===== src/rtl/periph_bus_fifo.sv =====
// periph_bus_fifo: memory-mapped timer, LED/switch/7-segment registers and a queued UART byte channel.
// Build option PERIPH_UART_FIFO_EN: UART FIFOs are FIFO_DEPTH deep; otherwise single-entry buffers.

module periph_bus_fifo_q #(
    parameter int DEPTH = 8,
    parameter int W     = 8
) (
    input  logic         sysclk,
    input  logic         reset,
    input  logic         push,
    input  logic         pop,
    input  logic [W-1:0] din,
    output logic [W-1:0] dout,
    output logic         full,
    output logic         empty,
    output logic         overflow
);
    localparam int PW = (DEPTH > 1) ? $clog2(DEPTH) : 1;
    localparam int CW = $clog2(DEPTH + 1);

    logic [W-1:0]  mem [2**PW];
    logic [PW-1:0] wr_ptr;
    logic [PW-1:0] rd_ptr;
    logic [CW-1:0] count;
    logic          do_push;
    logic          do_pop;

    // a pop frees the slot a same-cycle push needs, so a full queue still accepts it
    assign full     = (count == CW'(DEPTH));
    assign empty    = (count == '0);
    assign do_pop   = pop & ~empty;
    assign do_push  = push & (~full | do_pop);
    assign overflow = push & ~do_push;
    assign dout     = mem[rd_ptr];

    function automatic logic [PW-1:0] bump(input logic [PW-1:0] p);
        return (p == PW'(DEPTH - 1)) ? '0 : p + 1'b1;
    endfunction

    always_ff @(posedge sysclk) begin
        if (do_push) mem[wr_ptr] <= din;
    end

    always_ff @(posedge sysclk) begin
        if (reset) begin
            wr_ptr <= '0;
            rd_ptr <= '0;
            count  <= '0;
        end else begin
            if (do_push) wr_ptr <= bump(wr_ptr);
            if (do_pop)  rd_ptr <= bump(rd_ptr);
            if (do_push & ~do_pop)      count <= count + 1'b1;
            else if (do_pop & ~do_push) count <= count - 1'b1;
        end
    end
endmodule

module periph_bus_fifo #(
    parameter logic [31:0] BASE_ADDR  = 32'h4000_0000,
    parameter int          TIMER_W    = 32,
    parameter int          LED_W      = 8,
    parameter int          SW_W       = 8,
    parameter int          DIGI_W     = 12,
    parameter int          FIFO_DEPTH = 8
) (
    input  logic              sysclk,
    input  logic              reset,
    input  logic              rd,
    input  logic              wr,
    input  logic [31:0]       addr,
    input  logic [31:0]       wdata,
    output logic [31:0]       rdata,
    output logic [7:0]        uart_tx_data,
    output logic              uart_tx_start,
    input  logic              uart_tx_busy,
    input  logic [7:0]        uart_rx_data,
    input  logic              uart_rx_valid,
    output logic [LED_W-1:0]  led,
    input  logic [SW_W-1:0]   switch,
    output logic [DIGI_W-1:0] digi,
    output logic              irqout,
    input  logic              PC_31
);
`ifdef PERIPH_UART_FIFO_EN
    localparam int Q_DEPTH = FIFO_DEPTH;
`else
    // single-entry buffers regardless of FIFO_DEPTH
    localparam int Q_DEPTH = (FIFO_DEPTH > 1) ? 1 : 1;
`endif

    typedef enum logic [1:0] {TX_IDLE, TX_START, TX_HOLD} tx_state_t;

    logic sel_th, sel_tl, sel_tcon, sel_led, sel_sw, sel_digi, sel_txd, sel_rxd, sel_ucon;
    logic [TIMER_W-1:0] th;
    logic [TIMER_W-1:0] tl;
    logic [2:0]         tcon;
    logic               tl_wrap;
    logic               rx_irq_en, rx_ovf, tx_ovf;
    logic [7:0]         tx_dout, rx_dout;
    logic               tx_full, tx_empty, tx_drop, tx_pop;
    logic               rx_full, rx_empty, rx_drop, rx_pop;
    tx_state_t          tx_state;

    assign sel_th   = (addr == BASE_ADDR + 32'h00);
    assign sel_tl   = (addr == BASE_ADDR + 32'h04);
    assign sel_tcon = (addr == BASE_ADDR + 32'h08);
    assign sel_led  = (addr == BASE_ADDR + 32'h0C);
    assign sel_sw   = (addr == BASE_ADDR + 32'h10);
    assign sel_digi = (addr == BASE_ADDR + 32'h14);
    assign sel_txd  = (addr == BASE_ADDR + 32'h18);
    assign sel_rxd  = (addr == BASE_ADDR + 32'h1C);
    assign sel_ucon = (addr == BASE_ADDR + 32'h20);

    assign tl_wrap = tcon[0] & (tl == '1);
    assign rx_pop  = rd & sel_rxd;
    assign tx_pop  = (tx_state == TX_IDLE) & ~tx_empty;

    periph_bus_fifo_q #(.DEPTH(Q_DEPTH), .W(8)) u_tx_q (
        .sysclk(sysclk), .reset(reset), .push(wr & sel_txd), .pop(tx_pop), .din(wdata[7:0]),
        .dout(tx_dout), .full(tx_full), .empty(tx_empty), .overflow(tx_drop)
    );

    periph_bus_fifo_q #(.DEPTH(Q_DEPTH), .W(8)) u_rx_q (
        .sysclk(sysclk), .reset(reset), .push(uart_rx_valid), .pop(rx_pop), .din(uart_rx_data),
        .dout(rx_dout), .full(rx_full), .empty(rx_empty), .overflow(rx_drop)
    );

    always_ff @(posedge sysclk) begin
        if (reset) begin
            th        <= '0;
            tl        <= '0;
            tcon      <= '0;
            led       <= '0;
            digi      <= '0;
            rx_irq_en <= 1'b0;
            rx_ovf    <= 1'b0;
            tx_ovf    <= 1'b0;
            irqout    <= 1'b0;
        end else begin
            if (wr & sel_th) th <= wdata[TIMER_W-1:0];
            // bus writes take priority over the running timer
            if (wr & sel_tl)   tl <= wdata[TIMER_W-1:0];
            else if (tl_wrap)  tl <= th;
            else if (tcon[0])  tl <= tl + 1'b1;
            if (wr & sel_tcon)            tcon    <= wdata[2:0];
            else if (tl_wrap & tcon[1])   tcon[2] <= 1'b1;
            if (wr & sel_led)  led  <= wdata[LED_W-1:0];
            if (wr & sel_digi) digi <= wdata[DIGI_W-1:0];
            if (wr & sel_ucon) rx_irq_en <= wdata[0];
            if (rx_drop)                            rx_ovf <= 1'b1;
            else if (wr & sel_ucon & wdata[3])      rx_ovf <= 1'b0;
            if (tx_drop)                            tx_ovf <= 1'b1;
            else if (wr & sel_ucon & wdata[5])      tx_ovf <= 1'b0;
            irqout <= ~PC_31 & (tcon[2] | (rx_irq_en & ~rx_empty));
        end
    end

    // state    | meaning
    // TX_IDLE  | waiting for a queued byte; pops it and latches uart_tx_data
    // TX_START | uart_tx_start high for this one cycle
    // TX_HOLD  | waiting for the sender to drop uart_tx_busy
    always_ff @(posedge sysclk) begin
        if (reset) begin
            tx_state      <= TX_IDLE;
            uart_tx_start <= 1'b0;
            uart_tx_data  <= '0;
        end else begin
            case (tx_state)
                TX_IDLE: if (~tx_empty) begin
                    uart_tx_data  <= tx_dout;
                    uart_tx_start <= 1'b1;
                    tx_state      <= TX_START;
                end
                TX_START: begin
                    uart_tx_start <= 1'b0;
                    tx_state      <= TX_HOLD;
                end
                TX_HOLD: if (~uart_tx_busy) tx_state <= TX_IDLE;
                default: tx_state <= TX_IDLE;
            endcase
        end
    end

    always_comb begin
        rdata = '0;
        if (rd) begin
            if (sel_th)        rdata = 32'(th);
            else if (sel_tl)   rdata = 32'(tl);
            else if (sel_tcon) rdata = 32'(tcon);
            else if (sel_led)  rdata = 32'(led);
            else if (sel_sw)   rdata = 32'(switch);
            else if (sel_digi) rdata = 32'(digi);
            else if (sel_rxd)  rdata = rx_empty ? 32'd0 : 32'(rx_dout);
            else if (sel_ucon) rdata = {26'd0, tx_ovf, ~rx_empty, rx_ovf, tx_empty, tx_full, rx_irq_en};
        end
    end

    logic unused_rx_full;
    assign unused_rx_full = rx_full;
endmodule


===== config.mk =====
export PLATFORM = sky130hd
export DESIGN_NAME = periph_bus_fifo
export DESIGN_NICKNAME = d
export VERILOG_FILES = /design/src/rtl/periph_bus_fifo.sv
export SDC_FILE = /design/constraint.sdc
export NUM_CORES = 1
export LEC_CHECK = 0
export CAP_MARGIN = 40
export CELL_PAD_IN_SITES_DETAIL_PLACEMENT = 1
export CELL_PAD_IN_SITES_GLOBAL_PLACEMENT = 1
export CORE_ASPECT_RATIO = 1.2
export CORE_MARGIN = 3
export CORE_UTILIZATION = 37
export DETAILED_ROUTE_END_ITERATION = 8
export PLACE_DENSITY_LB_ADDON = 0.1
export SETUP_SLACK_MARGIN = 0.15
export SYNTH_ARGS = -nofsm -noshare
export SYNTH_HDL_FRONTEND = slang
export SYNTH_SLANG_ARGS = --single-unit
export TNS_END_PERCENT = 1

===== constraint.sdc =====
create_clock -name sysclk -period 2.9 [get_ports sysclk]
set_clock_uncertainty 0.2 [all_clocks]
set_input_delay 0.435 -clock sysclk [delete_from_list [all_inputs] [get_ports sysclk]]
set_output_delay 0.435 -clock sysclk [all_outputs]
set_load 0.03 [all_outputs]

==> reports/summary.txt <==
DP HPWL - 21.0 mm
H-tree depth - 4
most frequent CP cell - buf_6
commonest cells in the netlist - nand2_1, dfxtp_1, a21oi_1
largest cells by area after synthesis - dfxtp_1, nand2_1, a21oi_1, edfxtp_1, nor2_1
Critical Path RT - 2270 ps
Synth Instances - 854
Final Setup Violations - 0
Buf/Inv on CP - 6
total power - 4.25 mW
Clk pwr share - 52.3%
Setup TNS - 0 ps
GRT Total Usage - 30.0%
worst slew pin tran - 827 ps
fillers - 2,073
layout cell share with drive strength beyond 1 - 27.9%
# clock sinks - 120
RSZ-0062 raised after global routing - yes
Reg2Reg Depth - 6
CTS tree - yes
sw frac - 24.2%
FF-to-FF End - tl[3]
min-delay src - reset
port bufs - 148
fin util - 58.8%
combinational share of power - 7.7%
area of the multi-input gates - 0.00424 mm²
WP data arrival - 2260 ps
power per cell area - 410 mW/mm²
Synth Warn # - 0
Post-route DRC - 0
largest net degree at the start of global routing - 45
Max Buffers Root-to-Sink - 2
Seq cells post-synth - 120
WHS Endpoint - tcon[0]
peak supply drop - 0.000390 V
layout net count - 1,162
antenna violations before repair - 0
drt pass-1 iters - 5
post-synth cell types - 71
syn_nets - 942
die height - 153 µm
DRT iter0 DRCs - 498
Layout area overhead - 54.7%
first-pass GRT wire length - 46.1 mm
max-slew violations - 0
area leader, netlist - dfxtp_1
RR Startpoint - tl[3]
diodes inserted - 0
CP endpoint kind - output port
vias - 7,676
Reg power frac - 39.9%
fmax - 0.346 GHz
Tmin final - 2890 ps
Syn Area/Cell - 7.85 µm²
I/O pins - 149
Via density - 5.87
cell area after placement - 0.00918 mm²
Die W - 129 µm
Hold Path Class - in2reg
P_int - 3.23 mW
Hold Crit Depth - 2
asr flop ratio synth - 0%
status - complete, no violations
CP top delay family - simple AND/OR/NAND/NOR gates
Worst path max stage delay - 610 ps
Slew HR - 44.6%
Final Hold Vio Count - 0
wire per inst - 22.8 µm
Final Cycle Share - 99.8%
synthesized cell area - 0.00671 mm²
cts hold-fix bufs - 0
vias in the first global route - 8,344
Remaining Overflow, GRT - 0
Post-DRT Antenna Nets - 0
EDFF count, synth - 16
Psw - 1.03 mW
R2R setup slack - 250 ps
root buffer cell - clkbuf_16
sequential fraction of the synthesis area - 38.2%
Lkg Pwr - 3.65 nW
CP startpoint kind - primary input
Crit-path slowest cell - or4_4
Most used DFF post-synth - dfxtp_1
Setup CP Type - in2out
share of the synthesized area in the top cell type - 31.1%
worst path cell trace - buf_6 > buf_6 > or4_4 > nor3_4 > buf_6 > buf_12 > buf_16 > a22oi_2 > nor2b_1 > buf_4
top-count cell post-synth - nand2_1
gpl congestion - 0.928
clk_lat worst skew - 420 ps
die area - 0.0198 mm²
Detailed Route WL - 29.7 mm
Seq. cell area - 0.00256 mm²
Initial Util - 38.0%
Core Rows - 53
Crit Path Max Fanout - 6
clock buffer count from CTS - 17
total of max-cap violations - 0
Core Region - 0.0176 mm²
Reg clk slew, reported paths - 60 ps
fin area - 0.0104 mm²
==> kinds of logic (layout without fill, tap and decap cells) <==
logic type,Yosys count,in the layout,synth area share (%)
xor+xnor,12,12,1.57
simple gates,401,401,30.2
compound gates,218,218,20.4
fa+ha+maj,1,1,0.187
flops,120,120,38.2
buf+inv,76,309,5.47
mux,26,26,3.94
==> flip-flops by register name (all words and copies together) (netlist names), 3 cells and up <==
signal        count
u_tx_q.mem        8
tcon              3
led               8
digi             12
th               32
uart_tx_data      8
tl               32
u_rx_q.mem        8
==> worst max path at each step <==
stage          startpoint   endpoint  slack [ps]  depth (start not counted)
2_1_floorplan    addr[12]   rdata[1]         -80                          6
6_report          addr[6]   rdata[8]           6                         10
4_1_cts          addr[26]  rdata[16]          20                         11
3_3_place_gp      addr[5]   rdata[6]        -440                          9
3_5_place_dp      addr[1]   rdata[5]        -660                          9
5_1_grt          addr[25]   rdata[6]         -70                         10
==> power by group through the flow <==
stage               sequential [mW]  combinational (mW)  clock (mW)
floorplan                      1.73              0.0842           0
global placement               1.74               0.297           0
detailed placement             1.74               0.303           0
CTS                            1.70               0.317        2.25
global route                   1.70               0.345        2.34
finish                         1.70               0.329        2.23
==> metal layers <==
metal  global-route usage (%)  routed length [µm]
met3                     5.91                1350
met1                     34.0               11500
met4                     14.7                1400
met5                        0                   0
met2                     52.8               15500
==> what timing repair did <==
action                                  in CTS  in global routing
resized for setup                          174                 37
endpoints found under the setup margin      33                 34
buffers inserted                            10                  1
pin swaps                                   32                 25
gates cloned                                 3                  0
==> area by class of cell <==
cell class	count	share of cell area, %
clock buffer	20	4.61
clock inverter	12	1.31
inverter	11	0.398
multi-input combinational	658	40.9
sequential	120	24.7
tap	220	2.65
timing repair buffer	266	25.4
==> cell usage in the layout (no fill, tap or decap), types with 4 or more instances in the layout <==
cell	netlist	layout
a22oi_1	25	14
a211oi_1	13	10
o21ai_0	22	16
buf_2	12	18
buf_4	2	106
o211ai_1	8	8
a22o_1	7	7
nor4_2	7	6
buf_6	3	21
clkdlybuf4s50_1	0	83
and4_1	6	6
nor2b_1	35	25
a221oi_2	0	4
dfxtp_1	104	104
a31oi_1	9	8
inv_1	11	11
xor2_1	9	9
and3_1	6	5
nor3_1	14	13
nor4_1	18	9
nand3_1	24	22
nand2_1	169	166
buf_12	0	26
nand4_1	15	15
nor2b_2	0	10
edfxtp_1	16	16
a21oi_1	101	97
a221oi_1	8	4
nor4_4	0	10
a21oi_2	0	4
nor2_1	64	59
o21ai_1	1	4
clkbuf_16	0	18
mux2i_1	23	23
or3_1	13	12
clkdlybuf4s15_1	0	6
a22oi_2	0	11
==> stage by stage <==
stage / worst slack, ps / hold WS (ps) / cells
finish: 6.48 / 235 / 1307
global route: -74.7 / 243 / 1307
CTS: 17.5 / 214 / 1306
detailed placement: -657 / 268 / 1261
global placement: -444 / 255 / 1261
floorplan: -84.2 / 240 / 854
No activity file was read; power rests on OpenSTA's default activity.
